**src/rtl/afifo_pop_unpacker_pkg.sv**
```systemverilog
// Shared helpers for the asymmetric BRAM FIFO packer/unpacker pair:
// width-ratio legality, beat-to-slice mapping and the word-buffer state type.
package afifo_pop_unpacker_pkg;

    typedef enum logic [1:0] {
        SKID_EMPTY = 2'd0,
        SKID_ONE   = 2'd1,
        SKID_TWO   = 2'd2
    } skid_state_t;

    // FIFO port must be 9/18/36 bits and split into 1, 2 or 4 equal beats.
    function automatic bit ratio_legal(input int fifo_w, input int out_w);
        int ratio;
        if (out_w <= 0) return 1'b0;
        if (!(fifo_w == 9 || fifo_w == 18 || fifo_w == 36)) return 1'b0;
        if ((fifo_w % out_w) != 0) return 1'b0;
        ratio = fifo_w / out_w;
        return (ratio == 1) || (ratio == 2) || (ratio == 4);
    endfunction

    function automatic int slice_index(input int beat, input int ratio, input bit lsb_first);
        return lsb_first ? beat : (ratio - 1 - beat);
    endfunction

endpackage

```
**src/rtl/afifo_word_skid2.sv**
```systemverilog
// Two-entry word buffer (head + spare) with occupancy; a vacating head is
// refilled from spare, or straight from the write port when spare is empty.
module afifo_word_skid2
    import afifo_pop_unpacker_pkg::*;
#(
    parameter int WIDTH = 36
) (
    input  logic             clock0,
    input  logic             reset,
    input  logic             flush,
    input  logic             wr_en,
    input  logic [WIDTH-1:0] wr_data,
    input  logic             rd_en,
    output logic [WIDTH-1:0] head_data,
    output logic             head_valid,
    output logic [1:0]       occupied
);

    skid_state_t      state_reg, state_next;
    logic [WIDTH-1:0] head_reg, spare_reg;
    logic             head_write, spare_write, head_from_spare;

    always_ff @(posedge clock0) begin
        if (reset || flush) state_reg <= SKID_EMPTY;
        else                state_reg <= state_next;
    end

    always_comb begin
        state_next = state_reg;
        case (state_reg)
            SKID_EMPTY: if (wr_en) state_next = SKID_ONE;
            SKID_ONE: begin
                if (wr_en && !rd_en)      state_next = SKID_TWO;
                else if (!wr_en && rd_en) state_next = SKID_EMPTY;
            end
            SKID_TWO:   if (rd_en && !wr_en) state_next = SKID_ONE;
            default:    state_next = SKID_EMPTY;
        endcase
    end

    assign head_write      = wr_en && ((state_reg == SKID_EMPTY) || (state_reg == SKID_ONE && rd_en));
    assign spare_write     = wr_en && !head_write;
    assign head_from_spare = rd_en && (state_reg == SKID_TWO);

    // Data is only zeroed by reset; a flush just drops occupancy.
    always_ff @(posedge clock0) begin
        if (reset) begin
            head_reg  <= '0;
            spare_reg <= '0;
        end else if (!flush) begin
            if (head_from_spare) head_reg <= spare_reg;
            else if (head_write) head_reg <= wr_data;
            if (spare_write)     spare_reg <= wr_data;
        end
    end

    assign head_data  = head_reg;
    assign head_valid = (state_reg != SKID_EMPTY);
    assign occupied   = state_reg;

endmodule

```
**src/rtl/afifo_pop_unpacker.sv**
```systemverilog
// Read-side controller for the asymmetric BRAM FIFO: issues POP against buffer
// credit, captures DOUT one cycle later and unpacks each word into narrow beats.
module afifo_pop_unpacker
    import afifo_pop_unpacker_pkg::*;
#(
    parameter int FIFO_WIDTH = 36,
    parameter int OUT_WIDTH  = 9,
    parameter bit LSB_FIRST  = 1'b1
) (
    input  logic                  clock0,
    input  logic                  reset,
    input  logic                  flush,
    input  logic                  fifo_empty,
    input  logic                  fifo_underrun,
    output logic                  fifo_pop,
    input  logic [FIFO_WIDTH-1:0] fifo_dout,
    output logic [OUT_WIDTH-1:0]  out_data,
    output logic                  out_valid,
    input  logic                  out_ready,
    output logic                  out_last,
    output logic [31:0]           words_popped,
    output logic                  underrun_seen
);

    localparam int RATIO  = FIFO_WIDTH / OUT_WIDTH;
    localparam int BEAT_W = (RATIO > 1) ? $clog2(RATIO) : 1;

    generate
        if (!ratio_legal(FIFO_WIDTH, OUT_WIDTH)) begin : g_bad_ratio
            $error("afifo_pop_unpacker: FIFO_WIDTH/OUT_WIDTH must be 1, 2 or 4 with FIFO_WIDTH in {9,18,36}");
        end
    endgenerate

    logic                  inflight_reg;
    logic [BEAT_W-1:0]     beat_reg;
    logic [31:0]           words_popped_reg;
    logic                  underrun_seen_reg;
    logic [FIFO_WIDTH-1:0] head_data;
    logic                  head_valid;
    logic [1:0]            occupied;
    logic                  accept, beat_last, last_accept;
    logic [2:0]            credit_used, credit_limit;
    logic [BEAT_W-1:0]     slice_sel;
    logic [OUT_WIDTH-1:0]  slice_masked [RATIO];

    afifo_word_skid2 #(.WIDTH(FIFO_WIDTH)) u_skid (
        .clock0     (clock0),
        .reset      (reset),
        .flush      (flush),
        .wr_en      (inflight_reg),
        .wr_data    (fifo_dout),
        .rd_en      (last_accept),
        .head_data  (head_data),
        .head_valid (head_valid),
        .occupied   (occupied)
    );

    assign accept      = head_valid && out_ready;
    assign beat_last   = (beat_reg == BEAT_W'(RATIO - 1));
    assign last_accept = accept && beat_last;

    // A head vacating this cycle frees one slot, which is what lets RATIO=1 pop every cycle.
    assign credit_used  = {1'b0, occupied} + {2'b00, inflight_reg};
    assign credit_limit = last_accept ? 3'd3 : 3'd2;
    assign fifo_pop     = !fifo_empty && !reset && !flush && (credit_used < credit_limit);

    always_ff @(posedge clock0) begin
        if (reset) begin
            inflight_reg      <= 1'b0;
            beat_reg          <= '0;
            words_popped_reg  <= '0;
            underrun_seen_reg <= 1'b0;
        end else begin
            if (fifo_pop)      words_popped_reg  <= words_popped_reg + 32'd1;
            if (fifo_underrun) underrun_seen_reg <= 1'b1;
            if (flush) begin
                inflight_reg <= 1'b0;
                beat_reg     <= '0;
            end else begin
                inflight_reg <= fifo_pop;
                if (accept) beat_reg <= beat_last ? '0 : beat_reg + BEAT_W'(1);
            end
        end
    end

    assign slice_sel = BEAT_W'(slice_index(int'(beat_reg), RATIO, LSB_FIRST));

    for (genvar gi = 0; gi < RATIO; gi++) begin : g_slice
        assign slice_masked[gi] = (slice_sel == BEAT_W'(gi)) ?
                                  head_data[gi*OUT_WIDTH +: OUT_WIDTH] : '0;
    end

    always_comb begin
        out_data = '0;
        for (int i = 0; i < RATIO; i++) out_data = out_data | slice_masked[i];
    end

    assign out_valid     = head_valid;
    assign out_last      = beat_last;
    assign words_popped  = words_popped_reg;
    assign underrun_seen = underrun_seen_reg;

endmodule

```
**config.mk**
```make
export PLATFORM = sky130hd
export DESIGN_NAME = afifo_pop_unpacker
export DESIGN_NICKNAME = d
export VERILOG_FILES = /design/src/rtl/afifo_pop_unpacker_pkg.sv /design/src/rtl/afifo_word_skid2.sv /design/src/rtl/afifo_pop_unpacker.sv
export SDC_FILE = /design/constraint.sdc
export NUM_CORES = 1
export LEC_CHECK = 0
export BUFFER_PORTS_ARGS = -buffer_cell sky130_fd_sc_hd__buf_2
export CORE_MARGIN = 2
export CORE_UTILIZATION = 41
export CTS_CLUSTER_DIAMETER = 40
export CTS_CLUSTER_SIZE = 30
export DETAILED_ROUTE_END_ITERATION = 16
export PLACE_DENSITY = 0.6
export SLEW_MARGIN = 30
export SYNTH_ARGS = -nofsm -noshare
export SYNTH_HDL_FRONTEND = slang
export SYNTH_SLANG_ARGS = --single-unit
```
**constraint.sdc**
```tcl
create_clock -name clock0 -period 3.95 [get_ports clock0]
set_clock_uncertainty 0.2 [all_clocks]
set_input_delay 0.1975 -clock clock0 [delete_from_list [all_inputs] [get_ports clock0]]
set_output_delay 0.1975 -clock clock0 [all_outputs]
set_load 0.02 [all_outputs]
```
==> flow_summary.html, run 1 <==
<table>
<tr><th>Metric</th><th>Value</th></tr>
<tr><th colspan="2">Outcome</th></tr>
<tr><td>Result of the run</td><td>complete, no violations</td></tr>
<tr><th colspan="2">Timing</th></tr>
<tr><td>Setup TNS Final</td><td>0 ns</td></tr>
<tr><td>Final number of setup-violating endpoints</td><td>0</td></tr>
<tr><td>Count of pins over their slew limit</td><td>0</td></tr>
<tr><td>Final-report hold violation count</td><td>0</td></tr>
<tr><td>Fin Hold WS</td><td>0.171 ns</td></tr>
<tr><td>Slew at the pin closest to its max-slew limit</td><td>0.757 ns</td></tr>
<tr><td>Final Cycle Share</td><td>77.8%</td></tr>
<tr><td>Max_slew headroom</td><td>49.2%</td></tr>
<tr><td>Period minus WS final</td><td>3.07 ns</td></tr>
<tr><td>Fmax</td><td>325 MHz</td></tr>
<tr><td>Setup repair after global routing missed its margin</td><td>no</td></tr>
<tr><th colspan="2">Final layout</th></tr>
<tr><td>Share of layout cells above drive strength 1</td><td>18.6%</td></tr>
<tr><td>Antenna Cells</td><td>0</td></tr>
<tr><td>Area overhead of the layout relative to synthesis</td><td>23.1%</td></tr>
<tr><td>Final net count</td><td>727</td></tr>
<tr><td>Most common cell after layout, fill and taps aside</td><td>dfxtp_1</td></tr>
<tr><td>Post-layout utilization of the core</td><td>51.4%</td></tr>
<tr><td>Leading cell types in the layout, fill and taps excluded</td><td>dfxtp_1, nand2_1, buf_2, nor2_1, a21oi_1</td></tr>
<tr><td>Fillers</td><td>1127</td></tr>
<tr><td>Area of all sequential standard cells</td><td>0.00220 mm2</td></tr>
<tr><td>Total area of multi-input combinational cells</td><td>0.00260 mm2</td></tr>
<tr><th colspan="2">Pwr</th></tr>
<tr><td>Net switching component of the power</td><td>498 uW</td></tr>
<tr><td>Lkg Pwr</td><td>2.58 nW</td></tr>
<tr><td>Cell-internal power</td><td>1.64 mW</td></tr>
<tr><td>Combinational power share</td><td>7.2%</td></tr>
<tr><td>Power density over the cells</td><td>348 mW/mm2</td></tr>
<tr><td>Flop pwr share</td><td>53.1%</td></tr>
<tr><td>Highest ir drop seen on vdd</td><td>250 uV</td></tr>
<tr><td>Switching portion of total power</td><td>23.3%</td></tr>
<tr><td>Clock group share of total power</td><td>39.8%</td></tr>
<tr><th colspan="2">Clock tree</th></tr>
<tr><td>Clock edge transition at the registers on the reported setup and hold paths</td><td>0.07 ns</td></tr>
<tr><td>Number of sinks driven by the clock tree</td><td>110</td></tr>
<tr><td>Setup bufs post-CTS</td><td>0</td></tr>
<tr><td>Inserted Clock Buffers</td><td>9</td></tr>
<tr><td>CTS Buffer Depth</td><td>2</td></tr>
<tr><td>H-tree depth</td><td>3</td></tr>
<tr><td>Clock tree from TritonCTS</td><td>done</td></tr>
<tr><td>Root buffer selected by CTS</td><td>clkbuf_16</td></tr>
<tr><td>Quantity of gates resized following cts</td><td>0</td></tr>
<tr><td>Hold buffer count at CTS</td><td>38</td></tr>
<tr><td>Later-pin clock latency in the skew report</td><td>0.34 ns</td></tr>
<tr><th colspan="2">Placement</th></tr>
<tr><td>Post-detailed-placement half-perimeter wirelength</td><td>8110 um</td></tr>
<tr><td>Final estimated routing congestion in global placement</td><td>0.754</td></tr>
<tr><td>Number of input and output port buffers inserted</td><td>86</td></tr>
<tr><th colspan="2">Floorplan</th></tr>
<tr><td>Die Outline Area</td><td>0.0131 mm2</td></tr>
<tr><td>Die Wd</td><td>114 um</td></tr>
<tr><td>Cell Rows</td><td>40</td></tr>
<tr><td>Number of primary I/O pins</td><td>87</td></tr>
<tr><td>Area inside the core boundary</td><td>0.0120 mm2</td></tr>
<tr><td>Effective utilization at floorplan</td><td>41.8%</td></tr>
<tr><td>Die Ht</td><td>114 um</td></tr>
<tr><th colspan="2">Synthesis</th></tr>
<tr><td>Share of synthesized area occupied by flip-flops and latches</td><td>44.1%</td></tr>
<tr><td>Synthesized cell area</td><td>0.00500 mm2</td></tr>
<tr><td>Yosys warning total</td><td>0</td></tr>
<tr><td>Average size of a mapped cell</td><td>8.60 um2</td></tr>
<tr><td>Ys async rst share</td><td>0%</td></tr>
<tr><td>Number of different library cells in the post-synthesis netlist</td><td>42</td></tr>
<tr><td>Mapped Cells</td><td>581</td></tr>
<tr><td>Syn nets</td><td>630</td></tr>
<tr><td>Ys flop type</td><td>dfxtp_1</td></tr>
<tr><td>Register bit count reported by yosys</td><td>110</td></tr>
<tr><td>Number of enable-type register cells in the synthesized netlist</td><td>0</td></tr>
<tr><th colspan="2">Setup path</th></tr>
<tr><td>CP Capture Type</td><td>output pin</td></tr>
<tr><td>Crit path kind</td><td>reg2out</td></tr>
<tr><td>Worst endpoint data arrival time</td><td>2.68 ns</td></tr>
<tr><td>Type of origin of the critical path</td><td>flop</td></tr>
<tr><td>Required arrival time at the worst endpoint</td><td>3.55 ns</td></tr>
<tr><td>Worst-path fanout max</td><td>37</td></tr>
<tr><th colspan="2">Detailed routing</th></tr>
<tr><td>Via/cell ratio</td><td>5.49</td></tr>
<tr><td>Antenna Nets Post-Route</td><td>0</td></tr>
<tr><td>Routed vias</td><td>4550</td></tr>
<tr><td>Number of detailed-route iterations in the first pass</td><td>4</td></tr>
<tr><td>Routed wire length</td><td>12300 um</td></tr>
<tr><td>Routed length per instance</td><td>14.9 um</td></tr>
<tr><td># DRC</td><td>0</td></tr>
<tr><td>DR iter-0 viols</td><td>325</td></tr>
<tr><th colspan="2">Global route</th></tr>
<tr><td>First-pass GRT wire length</td><td>20100 um</td></tr>
<tr><td>Global route total overflow</td><td>0</td></tr>
<tr><td>Antenna violations before repair</td><td>0</td></tr>
<tr><td>Via count of the first global-routing pass</td><td>4208</td></tr>
<tr><td>Largest net degree at the start of global routing</td><td>73</td></tr>
<tr><td>Overall Global Routing Usage</td><td>19.2%</td></tr>
<tr><th colspan="2">Run</th></tr>
<tr><td>Max cap viols</td><td>0</td></tr>
<tr><th colspan="2">Hold path</th></tr>
<tr><td>Type of the tightest min-delay check</td><td>in2reg</td></tr>
</table>
[power groups by stage]
stage / Clock [mW] / Sequential, mW / Combinational [mW]
3_3_place_gp: 0 / 1.16 / 0.122
2_1_floorplan: 0 / 1.16 / 0.0733
5_1_grt: 0.922 / 1.14 / 0.169
3_5_place_dp: 0 / 1.16 / 0.124
4_1_cts: 0.873 / 1.14 / 0.153
6_report: 0.851 / 1.14 / 0.153
[cell usage after synthesis (7+ instances only)]
cell | number | area share [%]
a22oi_1 | 18 | 2.7
o41ai_1 | 8 | 1.4
dfxtp_1 | 110 | 44
nand4_1 | 11 | 1.4
nor2_1 | 55 | 4.1
o311ai_0 | 8 | 1.4
buf_2 | 7 | 0.70
a21oi_1 | 47 | 4.7
nand3_1 | 12 | 1.2
nor2b_1 | 12 | 1.5
clkbuf_1 | 30 | 2.3
a211oi_1 | 36 | 5.4
mux2i_1 | 39 | 7.8
inv_1 | 9 | 0.68
ha_1 | 7 | 1.8
nand2_1 | 92 | 6.9
nor3_1 | 7 | 0.70
mux2_2 | 13 | 2.9
nor4_1 | 10 | 1.3
[final cells by class]
class                           count  share of cell area, %
Inverter                           10                  0.610
Sequential cell                   110                   35.8
Tap cell                          147                   2.99
Multi-Input combinational cell    417                   42.2
Clock buffer                       11                   3.94
Clock inverter                      4                  0.508
Timing Repair Buffer              130                   13.9
[kinds of logic (layout without fill, tap and decap cells)]
family / count (synthesis) / count (layout) / synth area share (%)
XOR/XNOR: 1 / 1 / 0.175
flip-flops: 110 / 110 / 44.1
adder cells (fa/ha/maj): 7 / 7 / 1.75
AO/OA/AOI/OAI: 132 / 132 / 17.9
buffers and inverters: 54 / 155 / 4.38
AND/OR/NAND/NOR: 225 / 225 / 21.0
multiplexers: 52 / 52 / 10.7
[critical path, cell delays in order (launching register included)]
cell	delay, ns
dfxtp_1	0.38
ha_1	0.23
ha_1	0.29
nor3b_1	0.21
a211o_2	0.54
clkinv_1	0.41
buf_2	0.27
[per-layer routing]
metal  routed length (um)  global-route usage, %  vias up
met2                 5880                   30.9       83
met3                  401                   3.07       20
met5                    0                      0        -
met1                 5790                   25.8     2156
li1                     -                      -     2291
met4                  266                   7.24        0
[worst paths after layout]
kind | startpoint | to | slack [ns] | cells after the start
max | inflight_reg$_SDFF_PP0_ | fifo_pop | 0.88 | 6
min | out_ready | u_skid.occupied[0]$_SDFFE_PP0P_ | 0.17 | 5
max reg2reg | beat_reg[0]$_SDFFE_PP0P_ | words_popped[7]$_SDFFE_PP0P_ | 0.99 | 6
min reg2reg | u_skid.spare_reg[3]$_SDFFE_PP0P_ | u_skid.spare_reg[3]$_SDFFE_PP0P_ | 0.25 | 2
[stage by stage]
| stage | power, mW | cell area, um2 | setup WS [ns] | std cells |
|---|---|---|---|---|
| finish | 2.14 | 6150 | 0.875 | 829 |
| CTS | 2.16 | 6150 | 0.912 | 829 |
| detailed placement | 1.29 | 5500 | 1.02 | 776 |
| global placement | 1.28 | 5500 | 0.722 | 776 |
| floorplan | 1.23 | 5000 | 1.45 | 581 |
| global route | 2.23 | 6150 | 0.720 | 829 |
Power figures use the tool's default switching activity.
==> run 2, diff against run 1 <==
--- a/config.mk
+++ b/config.mk
@@ -11,7 +11,7 @@
 export CTS_CLUSTER_DIAMETER = 40
 export CTS_CLUSTER_SIZE = 30
 export DETAILED_ROUTE_END_ITERATION = 16
-export PLACE_DENSITY = 0.6
+export PLACE_DENSITY = 0.63
 export SLEW_MARGIN = 30
 export SYNTH_ARGS = -nofsm -noshare
 export SYNTH_HDL_FRONTEND = slang
==> constraint.sdc (replaced) <==
create_clock -name clock0 -period 2.8 [get_ports clock0]
set_clock_uncertainty 0.2 [all_clocks]
set_input_delay 0.14 -clock clock0 [delete_from_list [all_inputs] [get_ports clock0]]
set_output_delay 0.14 -clock clock0 [all_outputs]
set_load 0.02 [all_outputs]
==> run 2 against run 1 <==
Global-route usage decreased by 0.19 points; hold slack got worse by 0.050 ns; first-iteration DRC count increased by 4.0%; via count decreased by 0.73%; die area unchanged; combinational power increased by 44%; clock power increased by 42%; final cell count increased by 0.97%; setup slack got worse by 0.68 ns; register-to-register slack got worse by 0.79 ns; critical endpoint is now words_popped[27]$_SDFFE_PP0P_; largest power group unchanged; highest routed layer unchanged.
==> flow_summary.html, run 2 (synthesized netlist as in run 1, its figures left out) <==
<table>
<tr><th>Metric</th><th>Value</th></tr>
<tr><th colspan="2">Setup path</th></tr>
<tr><td>Worst-path fanout max</td><td>43 (was 37)</td></tr>
<tr><td>Worst endpoint data arrival time</td><td>2.65 ns (was 2.68 ns)</td></tr>
<tr><td>Required arrival time at the worst endpoint</td><td>2.85 ns (was 3.55 ns)</td></tr>
<tr><td>Crit path kind</td><td>reg2reg (was reg2out)</td></tr>
<tr><td>Type of origin of the critical path</td><td>flop (unchanged)</td></tr>
<tr><td>CP Capture Type</td><td>flop (was output pin)</td></tr>
<tr><th colspan="2">Timing</th></tr>
<tr><td>Period minus WS final</td><td>2.60 ns</td></tr>
<tr><td>Count of pins over their slew limit</td><td>0 (unchanged)</td></tr>
<tr><td>Final number of setup-violating endpoints</td><td>0 (unchanged)</td></tr>
<tr><td>Fmax</td><td>384 MHz</td></tr>
<tr><td>Max_slew headroom</td><td>43.5% (was 49.2%)</td></tr>
<tr><td>Slew at the pin closest to its max-slew limit</td><td>0.847 ns (was 0.757 ns)</td></tr>
<tr><td>Fin Hold WS</td><td>0.121 ns (was 0.171 ns)</td></tr>
<tr><td>Final-report hold violation count</td><td>0 (unchanged)</td></tr>
<tr><td>Setup repair after global routing missed its margin</td><td>no (unchanged)</td></tr>
<tr><td>Setup TNS Final</td><td>0 ns (unchanged)</td></tr>
<tr><td>Final Cycle Share</td><td>92.9%</td></tr>
<tr><th colspan="2">Detailed routing</th></tr>
<tr><td>Routed wire length</td><td>12200 um (was 12300 um)</td></tr>
<tr><td>Via/cell ratio</td><td>5.40 (was 5.49)</td></tr>
<tr><td>Routed vias</td><td>4517 (was 4550)</td></tr>
<tr><td>Detailed route wirelength on metal2</td><td>5710 um (was 5880 um)</td></tr>
<tr><td>Number of detailed-route iterations in the first pass</td><td>5 (was 4)</td></tr>
<tr><td>DR iter-0 viols</td><td>338 (was 325)</td></tr>
<tr><td>Wire length on met3</td><td>432 um (was 401 um)</td></tr>
<tr><td>Highest Signal Layer</td><td>met4 (unchanged)</td></tr>
<tr><td>Routed length per instance</td><td>14.5 um (was 14.9 um)</td></tr>
<tr><td>Met1 routed wirelength after detailed routing</td><td>5820 um (was 5790 um)</td></tr>
<tr><td>Antenna Nets Post-Route</td><td>0 (unchanged)</td></tr>
<tr><td># DRC</td><td>0 (unchanged)</td></tr>
<tr><th colspan="2">Clock tree</th></tr>
<tr><td>Number of sinks driven by the clock tree</td><td>110 (unchanged)</td></tr>
<tr><td>H-tree depth</td><td>3 (unchanged)</td></tr>
<tr><td>Inserted Clock Buffers</td><td>9 (unchanged)</td></tr>
<tr><td>Later-pin clock latency in the skew report</td><td>0.35 ns (was 0.34 ns)</td></tr>
<tr><td>Clock tree from TritonCTS</td><td>done (unchanged)</td></tr>
<tr><td>CTS Buffer Depth</td><td>2 (unchanged)</td></tr>
<tr><td>Hold buffer count at CTS</td><td>38 (unchanged)</td></tr>
<tr><td>Quantity of gates resized following cts</td><td>0 (unchanged)</td></tr>
<tr><td>Setup bufs post-CTS</td><td>0 (unchanged)</td></tr>
<tr><td>Root buffer selected by CTS</td><td>clkbuf_16 (unchanged)</td></tr>
<tr><td>Clock edge transition at the registers on the reported setup and hold paths</td><td>0.07 ns (about the same)</td></tr>
<tr><th colspan="2">Final layout</th></tr>
<tr><td>Post-Layout Inst Area</td><td>0.00623 mm2 (was 0.00615 mm2)</td></tr>
<tr><td>Antenna Cells</td><td>0 (unchanged)</td></tr>
<tr><td>Fillers</td><td>1120 (was 1127)</td></tr>
<tr><td>Share of layout cells above drive strength 1</td><td>19.4% (was 18.6%)</td></tr>
<tr><td>Area overhead of the layout relative to synthesis</td><td>24.7% (was 23.1%)</td></tr>
<tr><td>Most common cell after layout, fill and taps aside</td><td>dfxtp_1 (unchanged)</td></tr>
<tr><td>Final net count</td><td>734 (was 727)</td></tr>
<tr><td>Leading cell types in the layout, fill and taps excluded</td><td>dfxtp_1, nand2_1, buf_2, nor2_1, a21oi_1 (unchanged)</td></tr>
<tr><th colspan="2">Global route</th></tr>
<tr><td>First-pass GRT wire length</td><td>20000 um (was 20100 um)</td></tr>
<tr><td>Largest net degree at the start of global routing</td><td>115 (was 73)</td></tr>
<tr><td>Via count of the first global-routing pass</td><td>4217 (was 4208)</td></tr>
<tr><td>Overall Global Routing Usage</td><td>19.0% (was 19.2%)</td></tr>
<tr><td>Antenna violations before repair</td><td>0 (unchanged)</td></tr>
<tr><td>Global route total overflow</td><td>0 (unchanged)</td></tr>
<tr><th colspan="2">Floorplan</th></tr>
<tr><td>Die Ht</td><td>114 um (unchanged)</td></tr>
<tr><td>Number of primary I/O pins</td><td>87 (unchanged)</td></tr>
<tr><td>Cell Rows</td><td>40 (unchanged)</td></tr>
<tr><td>Die Outline Area</td><td>0.0131 mm2 (unchanged)</td></tr>
<tr><td>Die Wd</td><td>114 um (unchanged)</td></tr>
<tr><td>Area inside the core boundary</td><td>0.0120 mm2 (unchanged)</td></tr>
<tr><td>Effective utilization at floorplan</td><td>41.8% (unchanged)</td></tr>
<tr><th colspan="2">Run</th></tr>
<tr><td>Max cap viols</td><td>0 (unchanged)</td></tr>
<tr><th colspan="2">Placement</th></tr>
<tr><td>Post-detailed-placement half-perimeter wirelength</td><td>8040 um (was 8110 um)</td></tr>
<tr><td>Final estimated routing congestion in global placement</td><td>0.777 (was 0.754)</td></tr>
<tr><td>Number of input and output port buffers inserted</td><td>86 (unchanged)</td></tr>
<tr><td>Area post-placement</td><td>0.00558 mm2 (was 0.00550 mm2)</td></tr>
<tr><th colspan="2">Outcome</th></tr>
<tr><td>Result of the run</td><td>complete, no violations (unchanged)</td></tr>
<tr><th colspan="2">Hold path</th></tr>
<tr><td>Type of the tightest min-delay check</td><td>in2reg (unchanged)</td></tr>
<tr><th colspan="2">Pwr</th></tr>
<tr><td>Power density over the cells</td><td>486 mW/mm2 (was 348 mW/mm2)</td></tr>
<tr><td>Highest ir drop seen on vdd</td><td>302 uV (was 250 uV)</td></tr>
<tr><td>Lkg Pwr</td><td>2.62 nW (was 2.58 nW)</td></tr>
</table>
## run 2: changes by cell type in the layout (fill, tap and decap cells not counted), moves of 2 or more
cell      delta
buf_4        +4
buf_12       +2
clkinv_4     -2
inv_6        +2
## run 2: area by class of cell
type	count	area, um2	area share, %
clock buffers	10	229	3.67
clock inverters	6	43.8	0.703
inverters	10	37.5	0.602
multi-input cells	417	2600	41.7
flip-flops and latches	110	2200	35.3
well taps	147	184	2.95
repair buffers	137	940	15.1
## run 2: critical path, stage by stage (launching register included)
cell     delay (ns)
dfxtp_1        0.32
ha_1           0.20
ha_1           0.17
or4_1          0.39
a211o_1        0.28
buf_12         0.18
nor4_1         0.37
mux2_2         0.37
## run 2: per-layer routing
layer / track usage [%] / up-vias
met5: 0 / -
met2: 30.7 / 82
li1: - / 2310
met3: 3.55 / 15
met4: 7.15 / 0
met1: 25.1 / 2110
## run 2: path summary, 6_finish.rpt
check | slack (ns) | cells after the start | to | from
setup / recovery | 0.20 | 7 | words_popped[27]$_SDFFE_PP0P_ | inflight_reg$_SDFF_PP0_
hold / removal | 0.12 | 5 | u_skid.occupied[1]$_SDFFE_PP0P_ | out_ready
setup reg to reg | 0.20 | 7 | words_popped[27]$_SDFFE_PP0P_ | inflight_reg$_SDFF_PP0_
hold reg to reg | 0.25 | 2 | u_skid.spare_reg[3]$_SDFFE_PP0P_ | u_skid.spare_reg[3]$_SDFFE_PP0P_
## run 2: metrics by stage
stage / utilization (%) / std cells / setup slack (ns) / power, mW
after floorplan: - / 581 / 0.295 / 1.74
after global placement: 46.6 / 783 / 0.313 / 1.81
after detailed placement: 46.6 / 783 / 0.219 / 1.82
after CTS: 52.1 / 837 / 0.198 / 3.06
after global routing: 52.1 / 837 / 0.0913 / 3.15
final: 52.1 / 837 / 0.199 / 3.03
## run 2: report_power, final
part / switching [mW] / total, mW / leakage (nW) / internal (mW)
combinational: 0.117 / 0.221 / 1.59 / 0.104
clock: 0.597 / 1.21 / 0.134 / 0.611
sequential: 0.0135 / 1.60 / 0.889 / 1.59
total: 0.727 / 3.03 / 2.62 / 2.30
==> run 3, diff against run 2 <==
--- a/config.mk
+++ b/config.mk
@@ -7,11 +7,12 @@
 export LEC_CHECK = 0
 export BUFFER_PORTS_ARGS = -buffer_cell sky130_fd_sc_hd__buf_2
 export CORE_MARGIN = 2
-export CORE_UTILIZATION = 41
+export CORE_UTILIZATION = 50
 export CTS_CLUSTER_DIAMETER = 40
 export CTS_CLUSTER_SIZE = 30
 export DETAILED_ROUTE_END_ITERATION = 16
-export PLACE_DENSITY = 0.63
+export GPL_ROUTABILITY_DRIVEN = 0
+export PLACE_DENSITY = 0.74
 export SLEW_MARGIN = 30
 export SYNTH_ARGS = -nofsm -noshare
 export SYNTH_HDL_FRONTEND = slang
==> constraint.sdc (replaced) <==
create_clock -name clock0 -period 2.8 [get_ports clock0]
set_clock_uncertainty 0.2 [all_clocks]
set_input_delay 0.56 -clock clock0 [delete_from_list [all_inputs] [get_ports clock0]]
set_output_delay 0.56 -clock clock0 [all_outputs]
set_load 0.02 [all_outputs]
==> run 3 against run 2 <==
Core utilization rose by 8.1 points; clock-buffer cell count rose by 1; final cell count fell by 5.6%; critical path depth fell by 1; die area fell by 17%; combinational power fell by 16%; setup slack got worse by 0.16 ns; critical endpoint is now fifo_pop; highest routed layer unchanged.
==> flow_summary.html, run 3 (synthesized netlist as in run 1, its figures left out) <==
<table>
<tr><th>Metric</th><th>Value</th></tr>
<tr><th colspan="2">Outcome</th></tr>
<tr><td>Result of the run</td><td>complete, no violations (unchanged)</td></tr>
<tr><th colspan="2">Final layout</th></tr>
<tr><td>Most common cell after layout, fill and taps aside</td><td>dfxtp_1 (unchanged)</td></tr>
<tr><td>Final net count</td><td>700 (was 734)</td></tr>
<tr><td>Area overhead of the layout relative to synthesis</td><td>17.1% (was 24.7%)</td></tr>
<tr><td>Leading cell types in the layout, fill and taps excluded</td><td>dfxtp_1, nand2_1, buf_2, nor2_1, a21oi_1 (unchanged)</td></tr>
<tr><td>Share of layout cells above drive strength 1</td><td>22.3% (was 19.4%)</td></tr>
<tr><td>Non-filler cells in the finished layout</td><td>790 (was 837)</td></tr>
<tr><td>Post-Layout Inst Area</td><td>0.00586 mm2 (was 0.00623 mm2)</td></tr>
<tr><th colspan="2">Timing</th></tr>
<tr><td>Fin Hold WS</td><td>0.199 ns (was 0.121 ns)</td></tr>
<tr><td>Period minus WS final</td><td>2.76 ns (was 2.60 ns)</td></tr>
<tr><td>Setup repair after global routing missed its margin</td><td>yes (was no)</td></tr>
<tr><td>Final-report hold violation count</td><td>0 (unchanged)</td></tr>
<tr><td>Fmax</td><td>362 MHz (was 384 MHz)</td></tr>
<tr><td>Final number of setup-violating endpoints</td><td>0 (unchanged)</td></tr>
<tr><td>Final Cycle Share</td><td>98.7% (was 92.9%)</td></tr>
<tr><td>Count of pins over their slew limit</td><td>0 (unchanged)</td></tr>
<tr><td>Slew at the pin closest to its max-slew limit</td><td>0.837 ns (was 0.847 ns)</td></tr>
<tr><td>Max_slew headroom</td><td>44.2% (was 43.5%)</td></tr>
<tr><th colspan="2">Clock tree</th></tr>
<tr><td>Number of sinks driven by the clock tree</td><td>110 (unchanged)</td></tr>
<tr><td>Root buffer selected by CTS</td><td>clkbuf_8 (was clkbuf_16)</td></tr>
<tr><td>Inserted Clock Buffers</td><td>9 (unchanged)</td></tr>
<tr><td>Hold buffer count at CTS</td><td>0 (was 38)</td></tr>
<tr><td>Clock edge transition at the registers on the reported setup and hold paths</td><td>0.09 ns (was 0.07 ns)</td></tr>
<tr><td>Later-pin clock latency in the skew report</td><td>0.38 ns (was 0.35 ns)</td></tr>
<tr><td>CTS Buffer Depth</td><td>2 (unchanged)</td></tr>
<tr><td>Clock tree from TritonCTS</td><td>done (unchanged)</td></tr>
<tr><td>H-tree depth</td><td>3 (unchanged)</td></tr>
<tr><th colspan="2">Setup path</th></tr>
<tr><td>Required arrival time at the worst endpoint</td><td>2.04 ns (was 2.85 ns)</td></tr>
<tr><td>Type of origin of the critical path</td><td>flop (unchanged)</td></tr>
<tr><td>Dominant delay contributor by cell family on the critical path</td><td>simple AND/OR/NAND/NOR gates (unchanged)</td></tr>
<tr><td>Crit path largest cell delay</td><td>0.41 ns (was 0.39 ns)</td></tr>
<tr><td>Worst endpoint data arrival time</td><td>2.00 ns (was 2.65 ns)</td></tr>
<tr><td>CP Capture Type</td><td>output pin (was flop)</td></tr>
<tr><td>Worst path bufs/invs</td><td>2 (was 1)</td></tr>
<tr><td>Cell type of the slowest stage on the worst timing path</td><td>or4_4 (was or4_1)</td></tr>
<tr><td>Most used cell, CP</td><td>ha_2 (was ha_1)</td></tr>
<tr><td>Series of cell instances along the critical path</td><td>ha_2 -&gt; ha_2 -&gt; or4_4 -&gt; a211o_4 -&gt; inv_8 -&gt; buf_6 (was ha_1 -&gt; ha_1 -&gt; or4_1 -&gt; a211o_1 -&gt; buf_12 -&gt; nor4_1 -&gt; mux2_2)</td></tr>
<tr><td>Crit path kind</td><td>reg2out (was reg2reg)</td></tr>
<tr><td>Worst-path fanout max</td><td>5 (was 43)</td></tr>
<tr><th colspan="2">Placement</th></tr>
<tr><td>Number of input and output port buffers inserted</td><td>86 (unchanged)</td></tr>
<tr><td>Post-detailed-placement half-perimeter wirelength</td><td>7960 um (was 8040 um)</td></tr>
<tr><td>Cell count after placement</td><td>770 (was 783)</td></tr>
<tr><td>Area post-placement</td><td>0.00558 mm2 (about the same)</td></tr>
<tr><th colspan="2">Detailed routing</th></tr>
<tr><td>Routed wire length</td><td>11800 um (was 12200 um)</td></tr>
<tr><td>Routed vias</td><td>4465 (was 4517)</td></tr>
<tr><td>Number of detailed-route iterations in the first pass</td><td>5 (unchanged)</td></tr>
<tr><td>Routed length per instance</td><td>14.9 um (was 14.5 um)</td></tr>
<tr><td>Antenna Nets Post-Route</td><td>0 (unchanged)</td></tr>
<tr><td>DR iter-0 viols</td><td>226 (was 338)</td></tr>
<tr><td># DRC</td><td>0 (unchanged)</td></tr>
<tr><td>Via/cell ratio</td><td>5.65 (was 5.40)</td></tr>
<tr><th colspan="2">Global route</th></tr>
<tr><td>Antenna violations before repair</td><td>1 (was 0)</td></tr>
<tr><td>First-pass GRT wire length</td><td>19400 um (was 20000 um)</td></tr>
<tr><td>Overall Global Routing Usage</td><td>21.9% (was 19.0%)</td></tr>
<tr><td>Global route total overflow</td><td>0 (unchanged)</td></tr>
<tr><td>Largest net degree at the start of global routing</td><td>115 (unchanged)</td></tr>
<tr><td>Via count of the first global-routing pass</td><td>4106 (was 4217)</td></tr>
<tr><th colspan="2">Floorplan</th></tr>
<tr><td>Effective utilization at floorplan</td><td>51.4% (was 41.8%)</td></tr>
<tr><td>Area inside the core boundary</td><td>0.00973 mm2 (was 0.0120 mm2)</td></tr>
<tr><td>Number of primary I/O pins</td><td>87 (unchanged)</td></tr>
<tr><td>Die Outline Area</td><td>0.0108 mm2 (was 0.0131 mm2)</td></tr>
<tr><td>Die Ht</td><td>104 um (was 114 um)</td></tr>
<tr><td>Die Wd</td><td>104 um (was 114 um)</td></tr>
<tr><td>Cell Rows</td><td>36 (was 40)</td></tr>
<tr><th colspan="2">Pwr</th></tr>
<tr><td>Highest ir drop seen on vdd</td><td>258 uV (was 302 uV)</td></tr>
<tr><td>Power density over the cells</td><td>479 mW/mm2 (was 486 mW/mm2)</td></tr>
<tr><td>Lkg Pwr</td><td>2.47 nW (was 2.62 nW)</td></tr>
<tr><td>Total Power</td><td>2.81 mW (was 3.03 mW)</td></tr>
<tr><th colspan="2">Run</th></tr>
<tr><td>Max cap viols</td><td>0 (unchanged)</td></tr>
<tr><th colspan="2">Hold path</th></tr>
<tr><td>Type of the tightest min-delay check</td><td>in2reg (unchanged)</td></tr>
</table>
run 3: final timing paths:
check | startpoint | to | slack [ns] | cells after the start
hold / removal | fifo_underrun | underrun_seen$_SDFFE_PP0P_ | 0.20 | 3
hold reg to reg | u_skid.spare_reg[21]$_SDFFE_PP0P_ | u_skid.spare_reg[21]$_SDFFE_PP0P_ | 0.26 | 2
setup reg to reg | u_skid.occupied[0]$_SDFFE_PP0P_ | words_popped[28]$_SDFFE_PP0P_ | 0.12 | 7
setup / recovery | u_skid.occupied[0]$_SDFFE_PP0P_ | fifo_pop | 0.04 | 6
run 3: worst reg2reg max path, delay by kind of cell, from the launching register on:
| kind | cells | cell delay, ns |
|---|---|---|
| AND/OR/NAND/NOR | 2 | 0.79 |
| flip-flops | 1 | 0.33 |
| AO/OA/AOI/OAI | 1 | 0.38 |
| adder cells (fa/ha/maj) | 2 | 0.33 |
| buffers and inverters | 1 | 0.18 |
| multiplexers | 1 | 0.38 |
run 3: repair_timing:
action	in CTS	in global routing
gates resized for setup	5	6
pin swaps	0	2
setup endpoints to repair	1	1
buffers inserted	0	3
run 3: power by group:
group / internal [mW] / switching (mW)
Combinational: 0.0745 / 0.112
Clock: 0.472 / 0.547
Sequential: 1.59 / 0.0139
Total: 2.13 / 0.673
run 3: layout make-up:
type	instances	area (um2)
clock inverter	5	63.8
sequential	110	2200
timing repair buffer	103	608
antenna	1	2.50
inverter	10	45.0
tap	133	166
clock buffer	11	151
multi-input combinational	417	2610
fill	876	3870
run 3: through the flow:
stage,utilization [%],TNS (ns),setup WS (ns)
after floorplan,-,0,0.295
after global placement,57.3,0,0.110
after detailed placement,57.4,0,0.0277
after CTS,59.8,0,0.0148
after global routing,60.2,-0.0176,-0.0176
final,60.2,0,0.0377
run 3: layer usage:
| layer | track usage (%) | up-vias | wire length (um) | share of wire [%] |
|---|---|---|---|---|
| met5 | 0 | - | 0 | 0 |
| met4 | 8.49 | 0 | 186 | 1.6 |
| met3 | 5.01 | 19 | 576 | 4.9 |
| met2 | 35.5 | 110 | 5720 | 48 |
| met1 | 28.3 | 2106 | 5330 | 45 |
| li1 | - | 2230 | - | - |
